<file path="config.mk">
export PLATFORM = sky130hd
export DESIGN_NAME = cordic_arbiter
export DESIGN_NICKNAME = d
export VERILOG_FILES = /design/src/rtl/cordic_arbiter_pkg.sv /design/src/rtl/cordic_arbiter_rr_grant.sv /design/src/rtl/cordic_arbiter.sv
export SDC_FILE = /design/constraint.sdc
export NUM_CORES = 1
export LEC_CHECK = 0
export ABC_AREA = 1
export CORE_AREA = 2 2 228 230
export DETAILED_ROUTE_END_ITERATION = 10
export DIE_AREA = 0 0 230 232
export PLACE_DENSITY_LB_ADDON = 0.08
export SYNTH_ARGS = -nofsm -noshare
export SYNTH_HDL_FRONTEND = slang
export SYNTH_SLANG_ARGS = --single-unit
</file>
<file path="constraint.sdc">
create_clock -name clk -period 4.3 [get_ports clk]
set_input_delay 1.29 -clock clk [delete_from_list [all_inputs] [get_ports clk]]
set_output_delay 1.29 -clock clk [all_outputs]
set_load 0.05 [all_outputs]
</file>
<file path="src/rtl/cordic_arbiter_pkg.sv">
// Shared definitions for the CORDIC arbiter: operation codes,
// the highest legal opcode and the arbiter FSM state type.
package cordic_arbiter_pkg;

  localparam logic [3:0] OP_SIN     = 4'd0;
  localparam logic [3:0] OP_COS     = 4'd1;
  localparam logic [3:0] OP_ATAN    = 4'd2;
  localparam logic [3:0] OP_MAG     = 4'd3;
  localparam logic [3:0] OP_MULT    = 4'd4;
  localparam logic [3:0] OP_DIV     = 4'd5;
  localparam logic [3:0] OP_SINH    = 4'd6;
  localparam logic [3:0] OP_COSH    = 4'd7;
  localparam logic [3:0] OP_ATANH   = 4'd8;
  localparam logic [3:0] OP_MODH    = 4'd9;
  localparam logic [3:0] OP_DEFAULT = 4'd15;
  localparam logic [3:0] OP_MAX     = 4'd9;

  typedef enum logic [1:0] {
    S_IDLE,
    S_ISSUE,
    S_WAIT,
    S_RESP
  } state_e;

endpackage

</file>
<file path="src/rtl/cordic_arbiter_rr_grant.sv">
// Round-robin picker: first requester at or after ptr_i (wrapping).
// Ports: req_i/ptr_i in; one-hot gnt_o, idx_o and any_o out.
module rr_grant #(
  parameter int N  = 4,
  parameter int IW = 2
) (
  input  logic [N-1:0]  req_i,
  input  logic [IW-1:0] ptr_i,
  output logic [N-1:0]  gnt_o,
  output logic [IW-1:0] idx_o,
  output logic          any_o
);

  int          j;
  logic [IW-1:0] jj;

  always_comb begin
    gnt_o = '0;
    idx_o = '0;
    any_o = 1'b0;
    j     = 0;
    jj    = '0;
    for (int i = 0; i < N; i++) begin
      j = int'(ptr_i) + i;
      if (j >= N) j = j - N;
      jj = IW'(j);
      if (!any_o && req_i[jj]) begin
        any_o     = 1'b1;
        gnt_o[jj] = 1'b1;
        idx_o     = jj;
      end
    end
  end

endmodule

</file>
<file path="src/rtl/cordic_arbiter.sv">
// Shares one CORDIC calculator among NUM_REQ requesters, one op at a time.
// Ports: req_* (requesters), rsp_* (response), cdc_* (CORDIC side).
// Optional: define CORDIC_ARB_TIMEOUT_EN to bound the wait for cdc_done.
module cordic_arbiter
  import cordic_arbiter_pkg::*;
#(
  parameter int NUM_REQ        = 4,
  parameter int WIDTH          = 32,
  parameter int TIMEOUT_CYCLES = 64
) (
  input  logic                       clk,
  input  logic                       rst_n,
  input  logic [NUM_REQ-1:0]         req_valid,
  output logic [NUM_REQ-1:0]         req_ready,
  input  logic [4*NUM_REQ-1:0]       req_op,
  input  logic [WIDTH*NUM_REQ-1:0]   req_x,
  input  logic [WIDTH*NUM_REQ-1:0]   req_y,
  input  logic [WIDTH*NUM_REQ-1:0]   req_z,
  output logic                       rsp_valid,
  input  logic                       rsp_ready,
  output logic [$clog2(NUM_REQ)-1:0] rsp_id,
  output logic [WIDTH-1:0]           rsp_result,
  output logic                       rsp_err,
  output logic                       cdc_enable,
  output logic [3:0]                 cdc_operation,
  output logic [WIDTH-1:0]           cdc_x,
  output logic [WIDTH-1:0]           cdc_y,
  output logic [WIDTH-1:0]           cdc_z,
  input  logic [WIDTH-1:0]           cdc_result,
  input  logic                       cdc_done
);

  localparam int IW = $clog2(NUM_REQ);

  logic [3:0]       op_arr [NUM_REQ];
  logic [WIDTH-1:0] x_arr  [NUM_REQ];
  logic [WIDTH-1:0] y_arr  [NUM_REQ];
  logic [WIDTH-1:0] z_arr  [NUM_REQ];

  for (genvar g = 0; g < NUM_REQ; g++) begin : g_unpack
    assign op_arr[g] = req_op[g*4 +: 4];
    assign x_arr[g]  = req_x[g*WIDTH +: WIDTH];
    assign y_arr[g]  = req_y[g*WIDTH +: WIDTH];
    assign z_arr[g]  = req_z[g*WIDTH +: WIDTH];
  end

  state_e           state_q, state_d;
  logic [IW-1:0]    ptr_q, ptr_d;
  logic [IW-1:0]    id_q, id_d;
  logic [3:0]       op_q, op_d;
  logic [WIDTH-1:0] x_q, x_d;
  logic [WIDTH-1:0] y_q, y_d;
  logic [WIDTH-1:0] z_q, z_d;
  logic [WIDTH-1:0] res_q, res_d;
  logic             err_q, err_d;

  logic [NUM_REQ-1:0] gnt;
  logic [IW-1:0]      gidx;
  logic               gany;

  rr_grant #(
    .N  (NUM_REQ),
    .IW (IW)
  ) u_rr (
    .req_i (req_valid),
    .ptr_i (ptr_q),
    .gnt_o (gnt),
    .idx_o (gidx),
    .any_o (gany)
  );

`ifdef CORDIC_ARB_TIMEOUT_EN
  localparam int CW = $clog2(TIMEOUT_CYCLES + 1);
  logic [CW-1:0] cnt_q, cnt_d;
  logic          tmo;
  assign tmo = (cnt_q == CW'(TIMEOUT_CYCLES - 1));
`else
  logic unused_timeout;
  assign unused_timeout = (TIMEOUT_CYCLES > 0);
`endif

  always_comb begin
    state_d   = state_q;
    ptr_d     = ptr_q;
    id_d      = id_q;
    op_d      = op_q;
    x_d       = x_q;
    y_d       = y_q;
    z_d       = z_q;
    res_d     = res_q;
    err_d     = err_q;
    req_ready = '0;
`ifdef CORDIC_ARB_TIMEOUT_EN
    cnt_d     = cnt_q;
`endif
    unique case (state_q)
      S_IDLE: begin
        if (gany) begin
          req_ready = gnt;
          id_d      = gidx;
          op_d      = op_arr[gidx];
          x_d       = x_arr[gidx];
          y_d       = y_arr[gidx];
          z_d       = z_arr[gidx];
          if (op_arr[gidx] > OP_MAX) begin
            res_d   = '0;
            err_d   = 1'b1;
            state_d = S_RESP;
          end else begin
            state_d = S_ISSUE;
          end
        end
      end
      S_ISSUE: begin
        // A done seen here belongs to nothing we issued.
        state_d = S_WAIT;
`ifdef CORDIC_ARB_TIMEOUT_EN
        cnt_d   = '0;
`endif
      end
      S_WAIT: begin
        if (cdc_done) begin
          res_d   = cdc_result;
          err_d   = 1'b0;
          state_d = S_RESP;
        end
`ifdef CORDIC_ARB_TIMEOUT_EN
        else if (tmo) begin
          res_d   = '0;
          err_d   = 1'b1;
          state_d = S_RESP;
        end else begin
          cnt_d   = cnt_q + 1'b1;
        end
`endif
      end
      S_RESP: begin
        if (rsp_ready) begin
          state_d = S_IDLE;
          if (id_q == IW'(NUM_REQ - 1)) ptr_d = '0;
          else                          ptr_d = id_q + 1'b1;
        end
      end
      default: state_d = S_IDLE;
    endcase
  end

  always_ff @(posedge clk or negedge rst_n) begin
    if (!rst_n) begin
      state_q <= S_IDLE;
      ptr_q   <= '0;
      id_q    <= '0;
      op_q    <= '0;
      x_q     <= '0;
      y_q     <= '0;
      z_q     <= '0;
      res_q   <= '0;
      err_q   <= 1'b0;
    end else begin
      state_q <= state_d;
      ptr_q   <= ptr_d;
      id_q    <= id_d;
      op_q    <= op_d;
      x_q     <= x_d;
      y_q     <= y_d;
      z_q     <= z_d;
      res_q   <= res_d;
      err_q   <= err_d;
    end
  end

`ifdef CORDIC_ARB_TIMEOUT_EN
  always_ff @(posedge clk or negedge rst_n) begin
    if (!rst_n) cnt_q <= '0;
    else        cnt_q <= cnt_d;
  end
`endif

  logic busy;
  assign busy = (state_q == S_ISSUE) || (state_q == S_WAIT);

  // Operands are only presented while the CORDIC owns the op.
  assign cdc_enable    = (state_q == S_ISSUE);
  assign cdc_operation = busy ? op_q : '0;
  assign cdc_x         = busy ? x_q  : '0;
  assign cdc_y         = busy ? y_q  : '0;
  assign cdc_z         = busy ? z_q  : '0;

  assign rsp_valid  = (state_q == S_RESP);
  assign rsp_id     = id_q;
  assign rsp_result = res_q;
  assign rsp_err    = err_q;

endmodule

</file>
## After elaboration in Yosys (flattened, before gate mapping)

Index checks and enable logic that the tools add are counted.

| cells by class | value |
|---|---|
| mux-type cells | 64 |
| $add $sub $neg | 8 |
| reduce and logical (&&, ||, !) cells | 17 |
| equality and inequality tests | 8 |
| order comparisons | 14 |
| bitwise gates (word level) | 4 |

Operators by type and width:

| operator | number |
|---|---|
| $mux W32 | 12 |
| $bmux W32 S2 | 3 |
| $pmux W32 S2 | 1 |
| $mux W4 | 9 |
| $mux W2 | 13 |
| $mux W1 | 15 |
| $ge A3 B3 Y1 const B | 4 |
| $lt A2 B3 Y1 const B | 4 |
| $or A4 B4 Y4 | 3 |
| $bmux W1 S2 | 4 |
| $bmux W4 S2 | 1 |
| $demux W1 S2 | 4 |
| $ge A2 B1 Y1 const B | 4 |
| $pmux W2 S4 | 1 |
| $sub A2 B1 Y2 const B | 4 |
| $logic_and A1 B1 Y1 | 7 |
| $add A2 B2 Y3 const B | 2 |
| $eq A2 B2 Y1 const B | 3 |
| $ne A2 B2 Y1 const B | 3 |
| $gt A4 B4 Y1 const B | 1 |
| $reduce_and A2 Y1 | 2 |
| $reduce_and A4 Y1 | 1 |
| $add A2 B1 Y3 const B | 1 |
| $ge A2 B3 Y1 const B | 1 |
| other kinds (10) | 12 |

| storage, ports and cells | value |
|---|---|
| logic and storage cells | 124 |
| register bits after elaboration | 139 |

## Depth between registers and ports, before layout

| depth | value |
|---|---|
| depth in word-level cells | 22 |
| mapped depth | 21 |
| gate-level depth less buffers | 18 |

## Hierarchy

A second synthesis with hierarchy kept.

| second synthesis, totals | value |
|---|---|
| cell total of the unflattened synthesis | 1291 |
| area total of the unflattened synthesis | 9520.4 um^2 |

Modules (own cells, without submodules):

| module | area an instance (um^2) | times used | cells an instance |
|---|---|---|---|
| cordic_arbiter | 9080.0 | 1 | 1217 |
| rr_grant | 440.4 | 1 | 74 |

## Least setup slack after synthesis

No wires, ideal clock.

| timing | value |
|---|---|
| kind | in2out |
| from | in req_valid[3] |
| to | out req_ready[2] |
| cell stages on the path | 11 |
| required time | 3.010 ns |
| buffers on the path | 0 |
| slack | 0.618 ns |
| arrival | 2.392 ns |
| cell sequence | inv_1 > nand2_1 > nand3_2 > nand2_4 > nor2_1 > inv_1 > o22ai_1 > a21oi_1 > o21ai_0 > nand2_1 > inv_1 |

| on the way | value |
|---|---|
| cells in the longest elaborated chain, start to end | 14 |

RTL lines:

| element | RTL line | RTL |
|---|---|---|
| start, declared | cordic_arbiter.sv:13 | `input logic [NUM_REQ-1:0] req_valid,` |
| $bmux W1 S2 | cordic_arbiter_rr_grant.sv:27 | `if (!any_o && req_i[jj]) begin` |
| $mux W1 (not written as such) | cordic_arbiter_rr_grant.sv:27 |  |
| $mux W1 | cordic_arbiter_rr_grant.sv:27 |  |
| $logic_not A1 Y1 | cordic_arbiter_rr_grant.sv:27 |  |
| $logic_and A1 B1 Y1 | cordic_arbiter_rr_grant.sv:27 |  |
| $mux W1 | cordic_arbiter_rr_grant.sv:27 |  |
| $logic_not A1 Y1 | cordic_arbiter_rr_grant.sv:27 |  |
| $logic_and A1 B1 Y1 | cordic_arbiter_rr_grant.sv:27 |  |
| $mux W1 | cordic_arbiter_rr_grant.sv:27 |  |
| $logic_not A1 Y1 | cordic_arbiter_rr_grant.sv:27 |  |
| $logic_and A1 B1 Y1 | cordic_arbiter_rr_grant.sv:27 |  |
| $mux W4 / $mux W1 (equally long branches) | cordic_arbiter_rr_grant.sv:27 |  |
| $mux W4 (*) | cordic_arbiter.sv:98 | `if (gany) begin` |
| $mux W4 (*) | cordic_arbiter.sv:96 | `unique case (state_q)` |
| end, declared | cordic_arbiter.sv:14 | `output logic [NUM_REQ-1:0] req_ready,` |

Mark *: on every way between the ends. The rest lies on a longest branch, timed or not. The select of a mux whose other input is x is not followed.

## Final worst setup path

| timing | value |
|---|---|
| from | reg state_q[1] |
| to | out cdc_x[14] |

| on the way | value |
|---|---|
| cells in the longest elaborated chain, start to end | 3 |

RTL lines:

| element | RTL line | RTL |
|---|---|---|
| start, declared | cordic_arbiter.sv:47 | `state_e state_q, state_d;` |
| start signal, assigned | cordic_arbiter.sv:160 | `state_q <= state_d;` |
| $eq A2 B1 Y1 / $eq A2 B2 Y1 (equally long branches) | cordic_arbiter.sv:180 | `assign busy = (state_q == S_ISSUE) \|\| (state_q == S_WAIT);` |
| $logic_or A1 B1 Y1 (*) | cordic_arbiter.sv:180 |  |
| $mux W32 (*) | cordic_arbiter.sv:185 | `assign cdc_x = busy ? x_q : '0;` |
| end, declared | cordic_arbiter.sv:26 | `output logic [WIDTH-1:0] cdc_x,` |

Mark *: on every way between the ends. The rest lies on a longest branch, timed or not.

==> results_dict.tcl <==
set metrics [dict create \
    fin_ws_ns 0.203 \
    ant_nets 0 \
    ys_ff_latch 139 \
    grt_pass1_wl_mm 73.6 \
    power_density_mw_per_mm2 1020 \
    antenna_found_initial 10 \
    cts_made_buffers 17 \
    cap_viol_max_count 0 \
    multiInputGateArea_sq_mm 0.00503 \
    hp-class "flip-flop to flip-flop" \
    holdBufCountCts 0 \
    cts_tree "yes" \
    cpMostUsedCell "inv_1" \
    drc_errors 0 \
    drtIter0Drc 626 \
    slew_headroom_pct 48.5 \
    yosys_warnings 0 \
    synth_nets 1870 \
    cts_max_level 4 \
    vias 11500 \
    path_clk_slew_ns 0.06 \
    async_flop_share_pct 100 \
    drive_gt1_share_pct 6.34 \
    fin_setup_tns_ns 0 \
    cp_max_fo 43 \
    skew_ns 0.00891 \
    fin_nets 2396 \
    grtUsageTotal_pct 18.5 \
    clk_latency_ns 0.49 \
    synth_common_cells "nand2_1, nor2_1, o21ai_0" \
    final-max-slew-violation-count 0 \
    cp.arrival_ns 2.81 \
    die_w_microns 230 \
    tightest_slew_ns 0.773 \
    crit_family "buffers and inverters" \
    fmax_ghz 0.244 \
    worstPathRequired_ns 3.01 \
    crit_buf_inv 4 \
    synth_area_leader_cell "dfrtp_1" \
    synth_flop_cell "dfrtp_1" \
    seqCellArea_sq_mm 0.00348 \
    fin_crit_ns 4.10 \
    row_count 83 \
    critPathMaxStageDelay_ns 0.89 \
    wl_per_cell_microns 19.1 \
    place_ws_ns 0.0165 \
    setup_viol 0 \
    cts.sinks 139 \
    overflow 0 \
    dieArea_sq_mm 0.0534 \
    final_hold_viol_count 0 \
    synth_edf_count 0 \
    vias_per_cell 4.34 \
    area_delta_synth_final_pct 76.0 \
    leakagePower_nw 7.80 \
    cts_buffer_depth 2 \
    worstSetupPathType "flip-flop to primary output" \
    grt_max_degree 134 \
    avgSynthCellArea_sq_um 6.74 \
    port_buffers 580 \
    synth_cell_types 36 \
    synth_top_area_share_pct 36.4 \
    place_congestion 0.813 \
    rsz0062_at_grt "false" \
    synth_seq_area_share_pct 36.4 \
    grt_pass1_vias 11700 \
    worstSetupStartpointType "flip-flop" \
    cp-end-kind "primary output" \
    irDropWorstVdd_mv 0.707 \
    outcome "completed" \
    routed_wl_mm 50.5 \
    postSynthCellCount 1417 \
    period_share_pct 95.3 \
    slowest_stage "clkdlybuf4s50_1" \
    num_io_pins 581 \
    cp_cell_sequence "inv_1, ha_4, buf_12, nand2_1, inv_1, clkdlybuf4s50_1" \
    start_util_pct 18.8 \
    first_pass_iters 5 \
    die_h_microns 232 \
    synth.most_common_cell "nand2_1" \
    root_buffer "clkbuf_16" \
    post-dp-hpwl_mm 37.6 \
    synth_area_sq_mm 0.00956 \
    fillers 5554 \
    coreArea_sq_mm 0.0509 \
    yosys-top-cells-area "dfrtp_1, nand2_1, o21ai_0" \
]
## kinds of logic (layout without fill, tap and decap cells)
| family | count (synthesis) | count (layout) | synth area share [%] |
|---|---|---|---|
| simple gates | 646 | 646 | 28.2 |
| compound gates | 351 | 351 | 22.3 |
| buf+inv | 268 | 807 | 11.5 |
| flops | 139 | 139 | 36.4 |
| fa+ha+maj | 13 | 13 | 1.70 |
| other cells | 0 | 6 | 0 |
## what timing repair did
item / CTS / global route
gates resized for setup: 0 / 11
buffers inserted: 0 / 4
setup endpoints to repair: 0 / 5
## cell usage in the layout, fill, tap and decap left out, types with 2 or more instances in the layout
cell type and n:
o21bai_1 35, nand2_2 20, a21oi_1 5, nand2_1 294
dlymetal6s2s_1 5, nor2_1 232, buf_12 12, bufinv_16 4
nand4_1 5, dfrtp_1 139, diode_2 6, o21ai_0 198
buf_4 24, o21a_1 16, nor2_4 2, o22ai_1 4
nand3_4 2, nand3_1 63, clkbuf_16 17, inv_2 3
a31oi_1 37, inv_6 2, inv_1 158, nand3_2 2
clkbuf_1 3, clkinv_4 3, o21ai_1 3, or2_2 18
nand2_4 5, clkinv_2 3, a22oi_1 2, clkdlybuf4s50_1 570
o221ai_1 48, ha_1 12
## tightest hold or removal path, delay by kind of cell (launching register included)
family,cells,cell delay (ns)
AND/OR/NAND/NOR,2,0.10
flip-flops,1,0.34
## sequential cells by signal, summed over array words and instances (netlist names)
name and count:
x_q 32, z_q 32, rsp_result 32, state_q 2, ptr_q 2, rsp_id 2
y_q 32, op_q 4, rsp_err 1
## metal layers
| layer | vias up | part of all wire, % | GRT usage (%) |
|---|---|---|---|
| met5 | - | 0.15 | 0 |
| met4 | 12 | 1.5 | 5.40 |
| met3 | 49 | 7.9 | 6.77 |
| met2 | 373 | 51 | 32.5 |
| met1 | 5399 | 40 | 21.0 |
| li1 | 5646 | - | - |
## final timing paths
kind	to	cells past startpoint	from	slack [ns]
max	cdc_x[14]	6	state_q[1]	0.20
min	rsp_result[22]	2	rsp_result[22]	0.47
max reg2reg	z_q[0]	15	ptr_q[1]	0.97
min reg2reg	rsp_result[22]	2	rsp_result[22]	0.47
max in group asynchronous	y_q[2]	2	rst_n	2.78
min in group asynchronous	rsp_result[8]	1	rst_n	0.74
## report_power, final
part	internal [mW]	total, mW	switching, mW
clock	0.983	1.65	0.668
combinational	4.23	13.2	8.97
sequential	1.93	2.26	0.327
total	7.15	17.1	9.97
## area by class of cell
cell class                      instances  area share [%]
Antenna cell                            6          0.0893
Clock inverter                         11            1.00
Timing Repair Buffer                  612            36.9
Tap cell                              680            5.06
Clock buffer                           21            2.68
Multi-Input combinational cell       1010            29.9
Inverter                              163            3.70
Sequential cell                       139            20.7
## per-stage QoR
| stage | power (mW) | std cells | cell area [sq um] | hold WS (ns) | utilization, % |
|---|---|---|---|---|---|
| global placement | 15.7 | 2600 | 16100 | 0.453 | 31.7 |
| CTS | 17.4 | 2632 | 16700 | 0.478 | 32.9 |
| detailed placement | 15.7 | 2600 | 16100 | 0.462 | 31.7 |
| floorplan | 11.0 | 1417 | 9560 | 0.453 | - |
| global route | 18.6 | 2639 | 16800 | 0.493 | 33.0 |
| finish | 17.1 | 2642 | 16800 | 0.471 | 33.1 |
Note: power is estimated with default switching activity, not from simulation.
